### config.mk
export PLATFORM = sky130hd
export DESIGN_NAME = uart_fifo_ctrl
export DESIGN_NICKNAME = d
export VERILOG_FILES = /design/src/rtl/uart_fifo_ctrl.sv
export SDC_FILE = /design/constraint.sdc
export NUM_CORES = 1
export LEC_CHECK = 0
export BUFFER_PORTS_ARGS = -buffer_cell sky130_fd_sc_hd__buf_2
export CORE_ASPECT_RATIO = 0.7
export CORE_MARGIN = 3
export CORE_UTILIZATION = 51
export CTS_CLUSTER_SIZE = 40
export DETAILED_ROUTE_END_ITERATION = 7
export GPL_TIMING_DRIVEN = 1
export PLACE_DENSITY = 0.78
export SLEW_MARGIN = 10
export SYNTH_ARGS = -nofsm -noshare
export SYNTH_HDL_FRONTEND = slang
export SYNTH_SLANG_ARGS = --single-unit
### constraint.sdc
create_clock -name i_clk -period 4.3 [get_ports i_clk]
set_input_delay 1.075 -clock i_clk [delete_from_list [all_inputs] [get_ports i_clk]]
set_output_delay 1.075 -clock i_clk [all_outputs]
set_load 0.005 [all_outputs]
### src/rtl/uart_fifo_ctrl.sv
// rtl/uart_fifo_ctrl.sv - circular byte FIFO sequencer for the 512x8 UART RAM
// Push side writes RAM directly; pop side fetches through a 1-cycle RAM read into a valid/ready register.
module uart_fifo_ctrl #(
  parameter int ADDR_W = 9,
  parameter int DATA_W = 8
) (
  input  logic              i_clk,
  input  logic              i_rst_n,
  input  logic              i_clear,
  input  logic              i_push,
  input  logic [DATA_W-1:0] i_push_data,
  output logic              o_full,
  output logic              o_overflow,
  output logic              o_rd_valid,
  output logic [DATA_W-1:0] o_rd_data,
  input  logic              i_rd_ready,
  output logic              o_empty,
  output logic [ADDR_W:0]   o_count,
  output logic [ADDR_W-1:0] ram_read_addr,
  input  logic [DATA_W-1:0] ram_read_data,
  output logic [ADDR_W-1:0] ram_write_addr,
  output logic [DATA_W-1:0] ram_write_data,
  output logic              ram_write_strobe
);

  localparam logic [ADDR_W:0]   FULL_CNT = {1'b1, {ADDR_W{1'b0}}};
  localparam logic [ADDR_W:0]   CNT_ONE  = {{ADDR_W{1'b0}}, 1'b1};
  localparam logic [ADDR_W-1:0] PTR_ONE  = {{(ADDR_W-1){1'b0}}, 1'b1};

  typedef enum logic [1:0] {S_IDLE, S_FETCH, S_WAIT, S_HAVE} state_t;

  state_t              state_q, state_d;
  logic [ADDR_W-1:0]   wr_ptr_q, wr_ptr_d;
  logic [ADDR_W-1:0]   rd_ptr_q, rd_ptr_d;
  logic [ADDR_W:0]     ram_count_q, ram_count_d;
  logic                rd_valid_q, rd_valid_d;
  logic [DATA_W-1:0]   rd_data_q, rd_data_d;
  logic                overflow_q, overflow_d;
  logic                push_acc;
  logic                fetch;

  // Full looks only at committed RAM occupancy, so a slot freed by this cycle's fetch is not reusable yet.
  assign o_full   = (ram_count_q == FULL_CNT);
  assign push_acc = i_push & ~o_full & ~i_clear;
  assign fetch    = (state_q == S_FETCH) & ~i_clear;

  always_comb begin
    state_d     = state_q;
    wr_ptr_d    = wr_ptr_q;
    rd_ptr_d    = rd_ptr_q;
    ram_count_d = ram_count_q;
    rd_valid_d  = rd_valid_q;
    rd_data_d   = rd_data_q;
    overflow_d  = overflow_q | (i_push & o_full);

    if (push_acc) wr_ptr_d = wr_ptr_q + PTR_ONE;

    case ({push_acc, fetch})
      2'b10:   ram_count_d = ram_count_q + CNT_ONE;
      2'b01:   ram_count_d = ram_count_q - CNT_ONE;
      default: ram_count_d = ram_count_q;
    endcase

    case (state_q)
      S_IDLE: begin
        if (ram_count_q != '0) state_d = S_FETCH;
      end
      S_FETCH: begin
        rd_ptr_d = rd_ptr_q + PTR_ONE;
        state_d  = S_WAIT;
      end
      S_WAIT: begin
        rd_data_d  = ram_read_data;
        rd_valid_d = 1'b1;
        state_d    = S_HAVE;
      end
      S_HAVE: begin
        if (i_rd_ready) begin
          rd_valid_d = 1'b0;
          state_d    = (ram_count_q != '0) ? S_FETCH : S_IDLE;
        end
      end
      default: state_d = S_IDLE;
    endcase

    // Flush drops the in-flight RAM read; the output register keeps its old byte but is marked invalid.
    if (i_clear) begin
      state_d     = S_IDLE;
      wr_ptr_d    = '0;
      rd_ptr_d    = '0;
      ram_count_d = '0;
      overflow_d  = 1'b0;
      rd_valid_d  = 1'b0;
      rd_data_d   = rd_data_q;
    end
  end

  always_ff @(posedge i_clk or negedge i_rst_n) begin
    if (!i_rst_n) begin
      state_q     <= S_IDLE;
      wr_ptr_q    <= '0;
      rd_ptr_q    <= '0;
      ram_count_q <= '0;
      rd_valid_q  <= 1'b0;
      rd_data_q   <= '0;
      overflow_q  <= 1'b0;
    end else begin
      state_q     <= state_d;
      wr_ptr_q    <= wr_ptr_d;
      rd_ptr_q    <= rd_ptr_d;
      ram_count_q <= ram_count_d;
      rd_valid_q  <= rd_valid_d;
      rd_data_q   <= rd_data_d;
      overflow_q  <= overflow_d;
    end
  end

  assign o_count = ram_count_q
                 + {{ADDR_W{1'b0}}, (state_q == S_WAIT)}
                 + {{ADDR_W{1'b0}}, rd_valid_q};
  assign o_empty          = (o_count == '0);
  assign o_rd_valid       = rd_valid_q;
  assign o_rd_data        = rd_data_q;
  assign o_overflow       = overflow_q;
  assign ram_read_addr    = rd_ptr_q;
  assign ram_write_addr   = wr_ptr_q;
  assign ram_write_data   = i_push_data;
  assign ram_write_strobe = push_acc;

endmodule

==> results of run 1 <==
[metal layers]
metal	part of all wire, %	GRT usage, %
met2	40	26.9
met5	0	0
met4	1.5	6.11
met3	9.4	4.76
met1	49	29.4
[logic make-up after synthesis]
family                   count (synthesis)
buffers and inverters                   28
multiplexers                            13
AO/OA/AOI/OAI                           38
AND/OR/NAND/NOR                         91
adder cells (fa/ha/maj)                 17
flip-flops                              40
XOR/XNOR                                29
[state kept, by name (all words and copies together), names as in the netlist]
name            flops
o_rd_data           8
o_overflow          1
state_q             2
ram_write_addr      9
ram_read_addr       9
o_rd_valid          1
ram_count_q        10
[cell type report]
cell class	count	area (sq um)	share of cell area (%)
Inverter	11	41.3	1.43
Multi-Input combinational cell	188	1400	48.3
Tap cell	66	82.6	2.86
Sequential cell	40	1000	34.7
Timing Repair Buffer	55	280	9.71
Clock inverter	3	18.8	0.650
Clock buffer	5	68.8	2.38
[report_power, final]
| part | internal, uW | switching (uW) |
|---|---|---|
| clock network | 113 | 135 |
| logic | 302 | 317 |
| registers | 465 | 123 |
| total | 880 | 576 |
[through the flow]
step / hold WS [ns] / instance area [sq um] / total power, uW / std cells / util, %
after floorplan: 0.505 / 2530 / 1000 / 256 / -
after global placement: 0.483 / 2800 / 1190 / 360 / 61.5
after detailed placement: 0.490 / 2800 / 1220 / 360 / 61.5
after CTS: 0.509 / 2890 / 1460 / 368 / 63.4
after global routing: 0.538 / 2890 / 1570 / 368 / 63.4
final: 0.505 / 2890 / 1460 / 368 / 63.4
[worst max-delay path by stage]
| stage | start | to | slack, ns | depth (start not counted) |
|---|---|---|---|---|
| final | state_q[0] | o_empty | 0.41 | 8 |
| after global routing | state_q[0] | o_empty | 0.24 | 8 |
| after CTS | state_q[0] | o_empty | 0.39 | 8 |
| after detailed placement | i_push | ram_count_q[9] | 0.57 | 12 |
| after global placement | i_push | ram_count_q[9] | 0.68 | 12 |
| after floorplan | i_clear | ram_count_q[9] | 0.73 | 10 |
[placed cells by master (no fill, tap or decap), types with 2 or more instances in the layout]
cell type  instances
ha_1              15
a21oi_1            7
nor4_1             3
nand3_1            9
dfrtp_1           40
nand4_1           12
nor2b_1            5
a31oi_1            3
o31ai_1            3
buf_2             53
o41ai_2            2
or4_1              3
and3_1             6
nand2_1           11
a21o_1             3
xnor2_1            6
a211oi_1           4
xor2_1            22
nor2_1            29
clkbuf_8           5
mux2i_1            4
o211ai_1           3
mux2_2             9
clkinv_2           2
fa_1               2
nor3_1             4
o21ai_0            6
buf_4              2
nand2b_1           3
inv_1             10
==> impl_results.md, run 1 <==
* Post-synth EDFFs at 0
* Area grow syn2layout at 14.0%
* Postcts setup bufs at 0
* WP data required at 3.22 ns
* Total grt overflow at 0
* DRT Wirelength at 5.38 mm
* Die X at 90.2 microns
* Clock buffer depth at 2
* Die H at 65.0 microns
* Peak VDD IR at 0.183 mV
* HP Class: flop to flop
* Final #Nets at 339
* Sum of negative setup slack at 0 ns
* Crit start category: flop
* Detailed Routing Iterations Pass 1 at 4
* Reg2Reg Depth at 11
* Xor/xnor share of the synthesized area at 10.3%
* Vias per inst at 5.54
* ANT cells at 0
* Initial drt markers at 144
* Ys flop type: dfrtp_1
* Reg-to-reg endpoint: ram_count_q[9]
* Vias in the first global route at 1971
* Cts bufs inserted at 5
* Post-synthesis mux area share at 5.58%
* Layout cell share with drive strength beyond 1 at 26.5%
* RSZ-0062 raised after global routing: no
* Port buffer count at 53
* Clock root buffer: clkbuf_8
* DP Wirelength at 4.11 mm
* WL/cell at 14.6 microns
* Global Route Usage Sum at 19.4%
* Post-synthesis sequential area ratio at 39.5%
* Most frequent cell after synthesis: dfrtp_1
* Hold Path Stages at 1
* Pin count of the biggest net entering global routing at 41
* Hold Vio Cnt, Final at 0
* Post-synth ARST share at 100%
* Mapped Cells at 256
* Worst reg2reg startpoint: ram_count_q[3]
* Clock Skews at 0.0111 ns
* Die area at 5860 sq um
* Ports at 70
* Actual slew at the worst max-slew pin at 0.861 ns
* Largest family of logic cells by synthesized area: simple AND/OR/NAND/NOR gates
* Initial antenna violation count at 0
* Pwr Density at 504 nW/um^2
* Synth top area cells: dfrtp_1 40%, xor2_1 7.6%, ha_1 7.4%
* Commonest cells post-synth: 40 x dfrtp_1, 29 x nor2_1, 22 x xor2_1
* CTS clk-pin slew, worst paths at 0.08 ns
* CTS tree: built
* Slew margin rel. at 42.6%
* Hold-critical path endpoint: o_rd_data[2]
* Crit path capture type: output port
* Std-Cell Core Area at 4550 sq um
* CTS resizes at 0
* Min-delay src: o_rd_data[2]
* Critical-path cell list: inv_1 -> ha_1 -> fa_1 -> ha_1 -> or4_1 -> or4_1 -> nor2_1 -> buf_2
* Compound-Gate Fraction of Synth Area at 10.9%
* Final period utilization at 90.4%
* Avg Cell Area, Syn at 9.90 sq um
* Ys Warns at 0
* # DRC at 0
* Clock tree sinks at 40
* Setup WS pre-CTS at 0.565 ns
* Largest area contributor in the netlist: dfrtp_1
* Crit path max-delay family: adder cells
* Final worst setup slack at 0.414 ns
* Antenna viol nets, final at 0
* Fmax at 257 MHz
* Slew Viols, Final at 0
* Leak pwr at 0.00148 uW
* Adder-Cell Fraction of Synth Area at 8.99%
* GPL Wtd Cong at 0.915
* Crit Path Max Fanout at 4
* Via count at 2038
* Syn nets at 294
* CP arrival at 2.81 ns
* Setup violators final at 0
* Synthesized cell area at 2530 sq um
* Starting Density at 55.6%
* Synth Area in Simple Gates at 19.3%
* Layout filler cell count at 393
* Max_cap viols at 0
* Final min period at 3.89 ns
* H-tree depth at 2
* Slowest cell delay on critical path at 0.49 ns
* Status: completed
* Placement Rows at 20
* Critical Path Slowest Stage Cell: or4_1
* Yosys top cell area share at 39.5%
* Buffers and inverters on the worst path at 2
* First-pass GRT wire length at 9.34 mm
* Hold buffers post-CTS at 0
* Critical setup path kind: flop to output port
* Synthesis-stage register bit count at 40
* Clk_lat worst skew at 0.29 ns
* R2r setup slk at 0.86 ns
* Cell variety after synth at 45
Power figures use the tool's default switching activity.
==> run 2, diff against run 1 <==
Settings changed: GPL_ROUTABILITY_DRIVEN set to 0, RECOVER_POWER set to 100.
==> impl_results.md, run 2 (synthesis results as in run 1) <==
* Status: finished with violations
* Violations in the final reports: capacitance limit, slew limit
* Vias per inst at 5.50
* Max_cap viols at 2
* Slew margin rel. at -38.4%
* Sum of negative setup slack at 0 ns
* CTS clk-pin slew, worst paths at 0.08 ns
* Total power at 1420 uW
* Die area at 5860 sq um
* Crit start category: flop
* Crit path capture type: output port
* CTS tree: built
* HP Class: flop to flop
* Vias in the first global route at 1971
* Hold buffers post-CTS at 0
* Critical setup path kind: flop to output port
* Crit Path Max Fanout at 4
* Reg-to-reg endpoint: ram_count_q[9]
* Port buffer count at 53
* Final #Nets at 339
* Reg2Reg Depth at 11
* DRT Wirelength at 5.38 mm
* Min-delay src: o_rd_data[2]
* Max reg flops at 10
* Total grt overflow at 0
* Hold Vio Cnt, Final at 0
* Peak VDD IR at 0.180 mV
* Cts bufs inserted at 5
* Sequential Area at 1000 sq um
* WL/cell at 14.6 microns
* Final period utilization at 90.6%
* Pin count of the biggest net entering global routing at 41
* Layout cell share with drive strength beyond 1 at 19.2%
* Layout filler cell count at 406
* Clock root buffer: clkbuf_8
* Postcts setup bufs at 0
* Final min period at 3.89 ns
* # DRC at 0
* Commonest cells after routing, fill and taps aside: 40 x dfrtp_1, 31 x buf_2, 29 x nor2_1
* Ports at 70
* Hold Path Stages at 1
* Via count at 2025
* Detailed Routing Iterations Pass 1 at 4
* Starting Density at 55.6%
* Leak pwr at 0.00140 uW
* ANT cells at 0
* Commonest non-fill, non-tap cell in the layout: dfrtp_1
* Slew Viols, Final at 79
* Die X at 90.2 microns
* Most flops, register: ram_count_q
* WP data required at 3.22 ns
* Initial antenna violation count at 0
* Worst reg2reg startpoint: ram_count_q[8]
* Initial drt markers at 147
* Clk_lat worst skew at 0.29 ns
* CTS resizes at 0
* Antenna viol nets, final at 0
* Clock Skews at 0.0123 ns
* Pwr Density at 502 nW/um^2
* Std-Cell Core Area at 4550 sq um
* H-tree depth at 2
* First-pass GRT wire length at 9.34 mm
* Global Route Usage Sum at 19.4%
* RSZ-0062 raised after global routing: no
* Clock tree sinks at 40
* Actual slew at the worst max-slew pin at 2.08 ns
* Area grow syn2layout at 11.9%
* Worst Setup SP: state_q[0]
* Die H at 65.0 microns
* Setup violators final at 0
* Clock buffer depth at 2
* Area of the multi-input gates at 1370 sq um
* Fmax at 257 MHz
* DP Wirelength at 4.11 mm
* Hold-critical path endpoint: o_rd_data[2]
* CP arrival at 2.82 ns
* Placement Rows at 20
* R2r setup slk at 0.58 ns
==> run 2: worst max-delay path by stage <==
stage / slack, ns / cells after the start / endpoint
floorplan: 0.73 / 10 / ram_count_q[9]
global placement: 0.68 / 12 / ram_count_q[9]
detailed placement: 0.57 / 12 / ram_count_q[9]
CTS: 0.39 / 8 / o_empty
global route: 0.23 / 8 / o_empty
finish: 0.41 / 8 / o_empty
==> run 2: metal layers <==
metal  vias to the layer above  GRT usage, %  wire [microns]
li1                        995             -               -
met1                       938          29.4            2640
met2                        81          26.9            2170
met3                        11          4.76             485
met4                         0          6.11              82
met5                         -             0               0
==> run 2: cell type report <==
type | count | area share [%]
multi-input cells | 188 | 48.3
flip-flops and latches | 40 | 35.3
repair buffers | 55 | 8.92
well taps | 66 | 2.91
clock buffers | 5 | 2.43
inverters | 11 | 1.46
clock inverters | 3 | 0.662
==> run 2: worst max-delay path, cell delays in order, from the launching register on <==
cell and delay [ns]:
dfrtp_1 0.37, inv_1 0.09, ha_1 0.24, fa_1 0.42, ha_1 0.32, or4_1 0.49, or4_1 0.40, nor2_1 0.09
clkbuf_2 0.11
==> run 2: power breakdown <==
part	switching (uW)	internal [uW]	total [uW]
registers	119	465	584
clock network	132	113	246
logic	315	280	595
total	566	858	1420
==> run 2: metrics by stage <==
| step | setup slack (ns) | utilization (%) | cell area [sq um] | std cells | hold WS [ns] |
|---|---|---|---|---|---|
| floorplan | 0.726 | - | 2530 | 256 | 0.505 |
| global placement | 0.679 | 61.5 | 2800 | 360 | 0.483 |
| detailed placement | 0.565 | 61.5 | 2800 | 360 | 0.490 |
| CTS | 0.390 | 63.4 | 2890 | 368 | 0.509 |
| global route | 0.228 | 62.2 | 2830 | 368 | 0.538 |
| finish | 0.406 | 62.2 | 2830 | 368 | 0.510 |
